<file path="config.mk">
export PLATFORM = sky130hd
export DESIGN_NAME = pipeline_hazard_ctrl
export DESIGN_NICKNAME = d
export VERILOG_FILES = /design/src/rtl/pipeline_hazard_ctrl.sv
export SDC_FILE = /design/constraint.sdc
export NUM_CORES = 1
export LEC_CHECK = 0
export CAP_MARGIN = 15
export CORE_MARGIN = 8
export CORE_UTILIZATION = 48
export CTS_CLUSTER_DIAMETER = 200
export DETAILED_ROUTE_END_ITERATION = 8
export DONT_BUFFER_PORTS = 1
export GPL_TIMING_DRIVEN = 0
export PLACE_DENSITY = 0.67
export SLEW_MARGIN = 20
export SYNTH_ARGS = -nofsm -noshare
export SYNTH_HDL_FRONTEND = slang
export SYNTH_SLANG_ARGS = --single-unit
</file>
<file path="constraint.sdc">
create_clock -name Clk -period 3.64 [get_ports Clk]
set_input_delay 0.728 -clock Clk [delete_from_list [all_inputs] [get_ports Clk]]
set_output_delay 0.728 -clock Clk [all_outputs]
set_load 0.02 [all_outputs]
</file>
<file path="src/rtl/pipeline_hazard_ctrl.sv">
// Hazard controller for the 5-stage MIPS pipeline: load-use stalls, taken-branch
// flushes, EX operand forwarding selects and saturating debug event counters.
module pipeline_hazard_ctrl #(
  parameter int CNT_W = 16
) (
  input  logic             Clk,
  input  logic             Rst_n,
  input  logic             ID_Valid,
  input  logic [4:0]       ID_Rs,
  input  logic [4:0]       ID_Rt,
  input  logic             ID_UsesRs,
  input  logic             ID_UsesRt,
  input  logic             ID_RegWrite,
  input  logic             ID_MemRead,
  input  logic [4:0]       ID_WriteReg,
  input  logic             EX_BranchTaken,
  output logic             PC_En,
  output logic             IFID_En,
  output logic             IFID_Flush,
  output logic             IDEX_Bubble,
  output logic [1:0]       FwdA,
  output logic [1:0]       FwdB,
  output logic [CNT_W-1:0] StallCount,
  output logic [CNT_W-1:0] FlushCount
);

  // EX keeps source info for forwarding; MEM and WB only need producer info.
  typedef struct packed {
    logic       v;
    logic       rw;
    logic       mr;
    logic [4:0] dst;
    logic [4:0] rs;
    logic [4:0] rt;
    logic       uses_rs;
    logic       uses_rt;
  } ex_entry_t;

  typedef struct packed {
    logic       v;
    logic       rw;
    logic       mr;
    logic [4:0] dst;
  } mem_entry_t;

  typedef struct packed {
    logic       v;
    logic       rw;
    logic [4:0] dst;
  } wb_entry_t;

  ex_entry_t  ex_q, ex_d;
  mem_entry_t mem_q, mem_d;
  wb_entry_t  wb_q, wb_d;
  logic [CNT_W-1:0] stall_cnt_q, stall_cnt_d;
  logic [CNT_W-1:0] flush_cnt_q, flush_cnt_d;

  logic stall;
  logic flush;
  logic issue;

  // Register $0 is hardwired to zero, so it can never be a hazard source.
  function automatic logic reg_match(input logic v, input logic rw,
                                     input logic [4:0] dst, input logic [4:0] r);
    return v & rw & (dst != 5'd0) & (dst == r);
  endfunction

  function automatic logic [1:0] fwd_sel(input logic uses, input logic [4:0] r,
                                         input mem_entry_t m, input wb_entry_t w);
    logic [1:0] sel;
    sel = 2'b00;
    if (uses & reg_match(m.v, m.rw, m.dst, r) & !m.mr) begin
      sel = 2'b10;
    end else if (uses & reg_match(w.v, w.rw, w.dst, r)) begin
      sel = 2'b01;
    end
    return sel;
  endfunction

  always_comb begin
    stall = ID_Valid & ex_q.mr &
            ((ID_UsesRs & reg_match(ex_q.v, ex_q.rw, ex_q.dst, ID_Rs)) |
             (ID_UsesRt & reg_match(ex_q.v, ex_q.rw, ex_q.dst, ID_Rt)));
    flush = EX_BranchTaken & ex_q.v;
    issue = ID_Valid & !stall & !flush;

    PC_En       = !(stall & !flush);
    IFID_En     = !(stall & !flush);
    IFID_Flush  = flush;
    IDEX_Bubble = stall | flush;
    FwdA        = fwd_sel(ex_q.uses_rs, ex_q.rs, mem_q, wb_q);
    FwdB        = fwd_sel(ex_q.uses_rt, ex_q.rt, mem_q, wb_q);
    StallCount  = stall_cnt_q;
    FlushCount  = flush_cnt_q;
  end

  // Stalled or squashed ID instructions enter EX as an all-zero bubble.
  always_comb begin
    ex_d = '0;
    if (issue) begin
      ex_d.v       = 1'b1;
      ex_d.rw      = ID_RegWrite;
      ex_d.mr      = ID_MemRead;
      ex_d.dst     = ID_WriteReg;
      ex_d.rs      = ID_Rs;
      ex_d.rt      = ID_Rt;
      ex_d.uses_rs = ID_UsesRs;
      ex_d.uses_rt = ID_UsesRt;
    end
    mem_d = '{v: ex_q.v, rw: ex_q.rw, mr: ex_q.mr, dst: ex_q.dst};
    wb_d  = '{v: mem_q.v, rw: mem_q.rw, dst: mem_q.dst};

    stall_cnt_d = stall_cnt_q;
    if (stall & !flush & (stall_cnt_q != {CNT_W{1'b1}})) begin
      stall_cnt_d = stall_cnt_q + 1'b1;
    end
    flush_cnt_d = flush_cnt_q;
    if (flush & (flush_cnt_q != {CNT_W{1'b1}})) begin
      flush_cnt_d = flush_cnt_q + 1'b1;
    end
  end

  always_ff @(posedge Clk or negedge Rst_n) begin
    if (!Rst_n) begin
      ex_q        <= '0;
      mem_q       <= '0;
      wb_q        <= '0;
      stall_cnt_q <= '0;
      flush_cnt_q <= '0;
    end else begin
      ex_q        <= ex_d;
      mem_q       <= mem_d;
      wb_q        <= wb_d;
      stall_cnt_q <= stall_cnt_d;
      flush_cnt_q <= flush_cnt_d;
    end
  end

endmodule
</file>
[After elaboration in Yosys (flattened, before gate mapping)]
Index checks and enable logic that the tools add are counted.
Operators by class
  equality and inequality tests: 8
  multiplexer cells: 5
  $add $sub $neg: 2
  reduce and logical (&&, ||, !) cells: 7
  bitwise operators: 30
Operators with widths (number)
  $add A16 B1 Y16 const B: 2
  $ne A16 B16 Y1 const B: 2
  $eq A5 B5 Y1: 6
  $and A1 B1 Y1: 28
  $mux W20: 1
  $reduce_bool A5 Y1: 3
  $logic_not A1 Y1: 4
  $mux W2: 2
  $mux W1: 2
  $or A1 B1 Y1: 2
Storage, ports and cells
  output and inout port bits: 40
  register bits after elaboration: 67
  bits of input ports: 23
  word-level logic and storage cells: 69

[Logic depth before layout (Yosys ltp)]
Gate-level depths: netlist (run 1).
  depth in word-level cells: 10
  gate-level depth with buffers: 7
  depth with buffers taken out: 6

[Worst setup path after synthesis (run 1)]
Ideal clock, no wire load.
  path kind: input to output
  start: input port ID_Rt[2]
  end: output port PC_En
  path buffers: 2
  data arrival time: 1.992 ns
  setup slack: 0.920 ns
  cell stages on the path: 6
  path through: xnor2_1 -> nand4_1 -> o22ai_2 -> buf_2 -> nand3_1 -> buf_4
Between the ends
  cells in the longest elaborated chain, start to end: 7
RTL lines
  start, declared: line 10  | input logic [4:0] ID_Rt,
  $eq A5 B5 Y1: line 65  | return v & rw & (dst != 5'd0) & (dst == r);
  $and A1 B1 Y1: line 65
  $and A1 B1 Y1: line 83  | (ID_UsesRt & reg_match(ex_q.v, ex_q.rw, ex_q.dst, ID_Rt)));
  $or A1 B1 Y1: line 82  | ((ID_UsesRs & reg_match(ex_q.v, ex_q.rw, ex_q.dst, ID_Rs)) |
  $and A1 B1 Y1: line 81  | stall = ID_Valid & ex_q.mr &
  $and A1 B1 Y1
  $logic_not A1 Y1
  end, declared: line 17  | output logic PC_En,
Every way passes these cells.

[Worst setup path in the final report (run 1)]
  start: register ex_q[14] (netlist name)
  end: output port PC_En
Between the ends
  cells in the longest elaborated chain, start to end: 8
  elaborated cells on any way between the ends: 12
  classes of those cells: eq/ne (2); bitwise (8); reduce/logical (2)
RTL lines
  start, declared: line 52  | ex_entry_t ex_q, ex_d;
  start signal, assigned: line 125  | ex_q <= '0;
  start signal, assigned: line 131  | ex_q <= ex_d;
  $reduce_bool A5 Y1: line 65
  $and A1 B1 Y1 (2 in series): line 65
  $and A1 B1 Y1, on equally long branches: line 82, 83
  $or A1 B1 Y1 *: line 82
  $and A1 B1 Y1 *: line 81
  $and A1 B1 Y1 *
  $logic_not A1 Y1 *
Every way passes the cells marked *; elsewhere a longest branch is shown, timed or not.

==> impl_metrics.tcl, run 1 <==
set metrics [dict create \
    postCtsResizedCells 0 \
    tightest_slew_ns 0.645 \
    yosysSeqAreaShare 0.547 \
    critPathMaxStageDelay_ns 0.45 \
    cts_tree "built" \
    rsz0062_at_grt "false" \
    clk_path_buf_depth 2 \
    fill_cells 559 \
    finalSetupViolCount 0 \
    die_h_um 95.9 \
    drv_cap 0 \
    vdd_ir_drop_max_mv 0.305 \
    reg2reg_depth 5 \
    clock_skew_ns 0.00520 \
    ys_warn_count 0 \
    min_path_type "in2async" \
    synth_cell_type_count 35 \
    antenna_left 0 \
    io_buffer_count 0 \
    slowest_stage "o22ai_2" \
    comb_power_share 0.082 \
    syn_area_um2 3060 \
    crit_fanout 10 \
    core_um2 6280 \
    rr_startpoint "FlushCount[10]$_DFFE_PN0P_" \
    ff2ff_setup_slack_ns 1.59 \
    switching_share 0.283 \
    fmax_mhz 322 \
    first_iter_violations 151 \
    rows 29 \
    hpwl_um 4880 \
    relSlewSlack 0.567 \
    synth-seq-cells 67 \
    syn_area_per_cell_um2 11.3 \
    grt_pass1_vias 2184 \
    fin_ws_ns 0.534 \
    hold_viol 0 \
    fin_crit_ns 3.11 \
    routed_wl_um 6580 \
    cellPowerDensity_nw_per_um2 469 \
    critPathLaunch "ex_q[14]$_DFF_PN0_" \
    path_cells "xnor2_1, nand4_1, o22ai_2, buf_2, nand3_1, buf_4" \
    cts_hold_buf 0 \
    mostFrequentLayoutCell "dfrtp_1" \
    via_per_inst 5.67 \
    crit_path_end_kind "primary output" \
    synthCells 272 \
    diodes 0 \
    pwr-share-clk 0.345 \
    clk_pin_slew_ns 0.07 \
    fin_tns_setup_ns 0 \
    r2r-end "FlushCount[6]$_DFFE_PN0P_" \
    cp.required_ns 2.91 \
    clk_latency_ns 0.33 \
    p_switching_mw 0.443 \
    cts_max_level 3 \
    cp.arrival_ns 2.38 \
    stdcell_area_um2 3340 \
    synth_nets 297 \
    die_w_um 95.9 \
    mostFrequentLayoutCells "dfrtp_1, xnor2_1, nand3_1" \
    internal-power_mw 1.12 \
    antenna_found_initial 2 \
    post_cts_buffers 0 \
    crit_type "reg2out" \
    start_util 0.488 \
    grt-ovfl-total 0 \
    place_ws_ns 0.627 \
    grt.total_usage 0.155 \
    report.final.slew_viol_count 0 \
    num-nets-final 308 \
    place_inst 349 \
    grt_pass1_wl_um 10700 \
    drt-wirelength-per-cell_um 18.0 \
    design.die.area_um2 9200 \
    syn_to_final_growth_pct 8.98 \
    dpl_cell_area_um2 3160 \
    dr.pass1.iters 4 \
    grt_start_max_net_pins 68 \
    cts_buffers 9 \
    cts_root_buf "clkbuf_8" \
    vias 2069 \
    status "finished clean" \
    min_period_over_period 0.853 \
    io_pins 63 \
    start_kind "flop" \
    drc_errors 0 \
    leakagePower_nw 1.50 \
    fin_cells 365 \
    crit_end "PC_En" \
    clock-sinks 67 \
    gp_congestion 0.848 \
    finalPower_mw 1.57 \
    pwr-share-seq 0.573 \
    layout-drive-gt1-share 0.111 \
]
kinds of logic after synthesis:
logic type | after synthesis | share of synthesized area
buf+inv | 9 | 0.0180
flops | 67 | 0.547
simple gates | 122 | 0.213
mux | 3 | 0.0106
compound gates | 13 | 0.0433
fa+ha+maj | 2 | 0.00817
xor+xnor | 56 | 0.160
cells in the mapped netlist (all sizes together):
master   instances  share of area
dfrtp           67           0.55
xnor2           35           0.10
nand3           25          0.041
and3            23          0.047
xor2            21          0.060
nor2            20          0.024
nand2           15          0.018
nand4           15          0.031
nor3             8          0.013
nor4             8          0.016
buf              5          0.013
a21oi            3         0.0086
and4             3         0.0086
or4              3         0.0086
a2111oi          2          0.012
a31oi            2         0.0041
clkbuf           2         0.0025
ha               2         0.0082
inv              2         0.0025
mux2             2         0.0073
o21ai            2         0.0045
a41oi            1         0.0029
and2             1         0.0025
mux2i            1         0.0033
o211ai           1         0.0025
o21a             1         0.0049
o22ai            1         0.0041
or2              1         0.0020
through the flow:
stage | hold WS (ns) | utilization
global route | 0.0590 | 0.532
finish | 0.0854 | 0.532
floorplan | 0.347 | -
global placement | 0.359 | 0.503
detailed placement | 0.356 | 0.503
CTS | 0.0660 | 0.532
power groups by stage:
stage	clock network, mW	registers, mW	logic (mW)
after global placement	0	0.912	0.125
after floorplan	0	0.894	0.108
after global routing	0.593	0.907	0.148
final	0.540	0.897	0.128
after CTS	0.560	0.898	0.129
after detailed placement	0	0.913	0.129
state kept, by name, indices dropped and copies added (netlist names):
name / flops
mem_q: 8
StallCount: 16
FlushCount: 16
wb_q: 7
ex_q: 20
worst max-delay path, delay by kind of cell, from the launching register on:
kind            cells  cell delay [ns]
xor+xnor            1             0.18
flops               1             0.44
simple gates        2             0.41
compound gates      1             0.45
buf+inv             2             0.57
area by class of cell:
type                       count  area (um2)  share of cell area
sequential                    67        1680               0.502
multi-input combinational    196        1330               0.399
clock inverter                 6        41.3              0.0124
clock buffer                  10         138              0.0412
buffer                         7        47.5              0.0142
tap                           77        96.3              0.0288
inverter                       2        7.51             0.00225
worst min-delay path by stage:
stage / startpoint / endpoint / depth (start not counted)
after floorplan: ex_q[17]$_DFF_PN0_ / mem_q[5]$_DFF_PN0_ / 0
after global placement: mem_q[6]$_DFF_PN0_ / wb_q[5]$_DFF_PN0_ / 0
after detailed placement: ex_q[17]$_DFF_PN0_ / mem_q[5]$_DFF_PN0_ / 0
after CTS: Rst_n / FlushCount[10]$_DFFE_PN0P_ / 0
after global routing: Rst_n / FlushCount[12]$_DFFE_PN0P_ / 0
final: Rst_n / FlushCount[10]$_DFFE_PN0P_ / 0
metal layers:
layer,vias up,global-route usage,routed length [um]
met4,4,0.0948,141
met2,64,0.237,3130
met1,1004,0.182,2770
met3,16,0.0585,516
met5,-,0,22
li1,981,-,-
Note: power is estimated with default switching activity, not from simulation.
==> inputs of run 2 (changes only) <==
- CTS_BUF_LIST: not set -> sky130_fd_sc_hd__clkbuf_16
==> impl_metrics.tcl, run 2 (synthesis results as in run 1) <==
set metrics [dict create \
    hold_viol 0 \
    via_per_inst 5.67 \
    vdd_ir_drop_max_mv 0.317 \
    crit_path_end_kind "primary output" \
    design.die.area_um2 9200 \
    layout-drive-gt1-share 0.108 \
    pwr-share-seq 0.502 \
    io_buffer_count 0 \
    finalSetupViolCount 0 \
    routed_wl_um 6720 \
    clock-sinks 67 \
    hpwl_um 4880 \
    crit_fanout 10 \
    fmax_mhz 324 \
    top_register "ex_q" \
    clock_skew_ns 0.00422 \
    fin_tns_setup_ns 0 \
    clk_pin_slew_ns 0.05 \
    vias 2068 \
    comb_power_share 0.072 \
    critPathLaunch "ex_q[14]$_DFF_PN0_" \
    start_kind "flop" \
    diodes 0 \
    cellPowerDensity_nw_per_um2 522 \
    largest_reg_flops 20 \
    grt_pass1_wl_um 10900 \
    cts_max_level 3 \
    path_buf_inv 2 \
    cts_root_buf "clkbuf_16" \
    leakagePower_nw 1.54 \
    report.final.slew_viol_count 0 \
    grt-ovfl-total 0 \
    dr.pass1.iters 4 \
    critPathMaxStageDelay_ns 0.44 \
    antenna_found_initial 2 \
    cp.required_ns 2.91 \
    clk_latency_ns 0.32 \
    drv_cap 0 \
    antenna_left 0 \
    drt-wirelength-per-cell_um 18.4 \
    postCtsResizedCells 0 \
    rr_startpoint "FlushCount[10]$_DFFE_PN0P_" \
    rows 29 \
    mostFrequentLayoutCell "dfrtp_1" \
    tightest_slew_ns 0.645 \
    cts_tree "built" \
    io_pins 63 \
    crit_family "buffers and inverters" \
    rsz0062_at_grt "false" \
    multiInputGateArea_um2 1330 \
    fill_cells 552 \
    min_period_over_period 0.848 \
    fin_cells 365 \
    mostFrequentLayoutCells "dfrtp_1, xnor2_1, nand3_1" \
    core_um2 6280 \
    switching_share 0.265 \
    cp.arrival_ns 2.36 \
    crit_type "reg2out" \
    die_h_um 95.9 \
    cts_hold_buf 0 \
    first_iter_violations 154 \
    slowest_stage "o22ai_2" \
    path_cells "xnor2_1, nand4_1, o22ai_2, buf_2, nand3_1, buf_4" \
    cts_buffers 9 \
    grt_start_max_net_pins 68 \
    internal-power_mw 1.32 \
    fin_crit_ns 3.09 \
    num-nets-final 308 \
    syn_to_final_growth_pct 12.0 \
    dpl_cell_area_um2 3160 \
    p_switching_mw 0.474 \
    gp_congestion 0.848 \
    post_cts_buffers 0 \
    drc_errors 0 \
    die_w_um 95.9 \
    start_util 0.488 \
    stdcell_area_um2 3430 \
    clk_path_buf_depth 2 \
    pwr-share-clk 0.426 \
    status "finished clean" \
    grt.total_usage 0.158 \
    register_area_um2 1680 \
    grt_pass1_vias 2215 \
    min_path_type "in2async" \
    place_inst 349 \
    relSlewSlack 0.567 \
]
## run 2: cell type report
cell class	instances	share of cell area
well taps	77	0.0281
clock inverters	7	0.0131
inverters	2	0.00219
clock buffers	9	0.0656
multi-input cells	196	0.388
plain buffers	7	0.0139
flip-flops and latches	67	0.489
## run 2: routing by layer
| metal | up-vias | GRT usage | share of wire |
|---|---|---|---|
| li1 | 982 | - | - |
| met1 | 996 | 0.184 | 0.42 |
| met5 | - | 0 | 0.0033 |
| met2 | 69 | 0.242 | 0.47 |
| met3 | 17 | 0.0577 | 0.077 |
| met4 | 4 | 0.0986 | 0.026 |
## run 2: power by group through the flow
| stage | clock network (mW) | registers [mW] | logic [mW] |
|---|---|---|---|
| 2_1_floorplan | 0 | 0.894 | 0.108 |
| 3_3_place_gp | 0 | 0.912 | 0.125 |
| 3_5_place_dp | 0 | 0.913 | 0.129 |
| 4_1_cts | 0.784 | 0.900 | 0.129 |
| 5_1_grt | 0.815 | 0.909 | 0.148 |
| 6_report | 0.762 | 0.899 | 0.129 |
## run 2: path summary, 6_finish.rpt
| check | endpoint | slack, ns | depth (start not counted) |
|---|---|---|---|
| max | PC_En | 0.55 | 6 |
| min | FlushCount[10]$_DFFE_PN0P_ | 0.1 | 0 |
| max reg2reg | FlushCount[6]$_DFFE_PN0P_ | 1.63 | 5 |
| min reg2reg | wb_q[6]$_DFF_PN0_ | 0.37 | 0 |
| max in group asynchronous | ex_q[1]$_DFF_PN0_ | 3.43 | 0 |
| min in group Clk | wb_q[6]$_DFF_PN0_ | 0.37 | 0 |
## run 2: stage by stage
stage | setup WS, ns | power [mW] | utilization | hold slack, ns
after floorplan | 0.920 | 1.00 | - | 0.347
after global placement | 0.650 | 1.04 | 0.503 | 0.359
after detailed placement | 0.627 | 1.04 | 0.503 | 0.356
after CTS | 0.534 | 1.81 | 0.547 | 0.0866
after global routing | 0.431 | 1.87 | 0.547 | 0.0820
final | 0.554 | 1.79 | 0.547 | 0.100
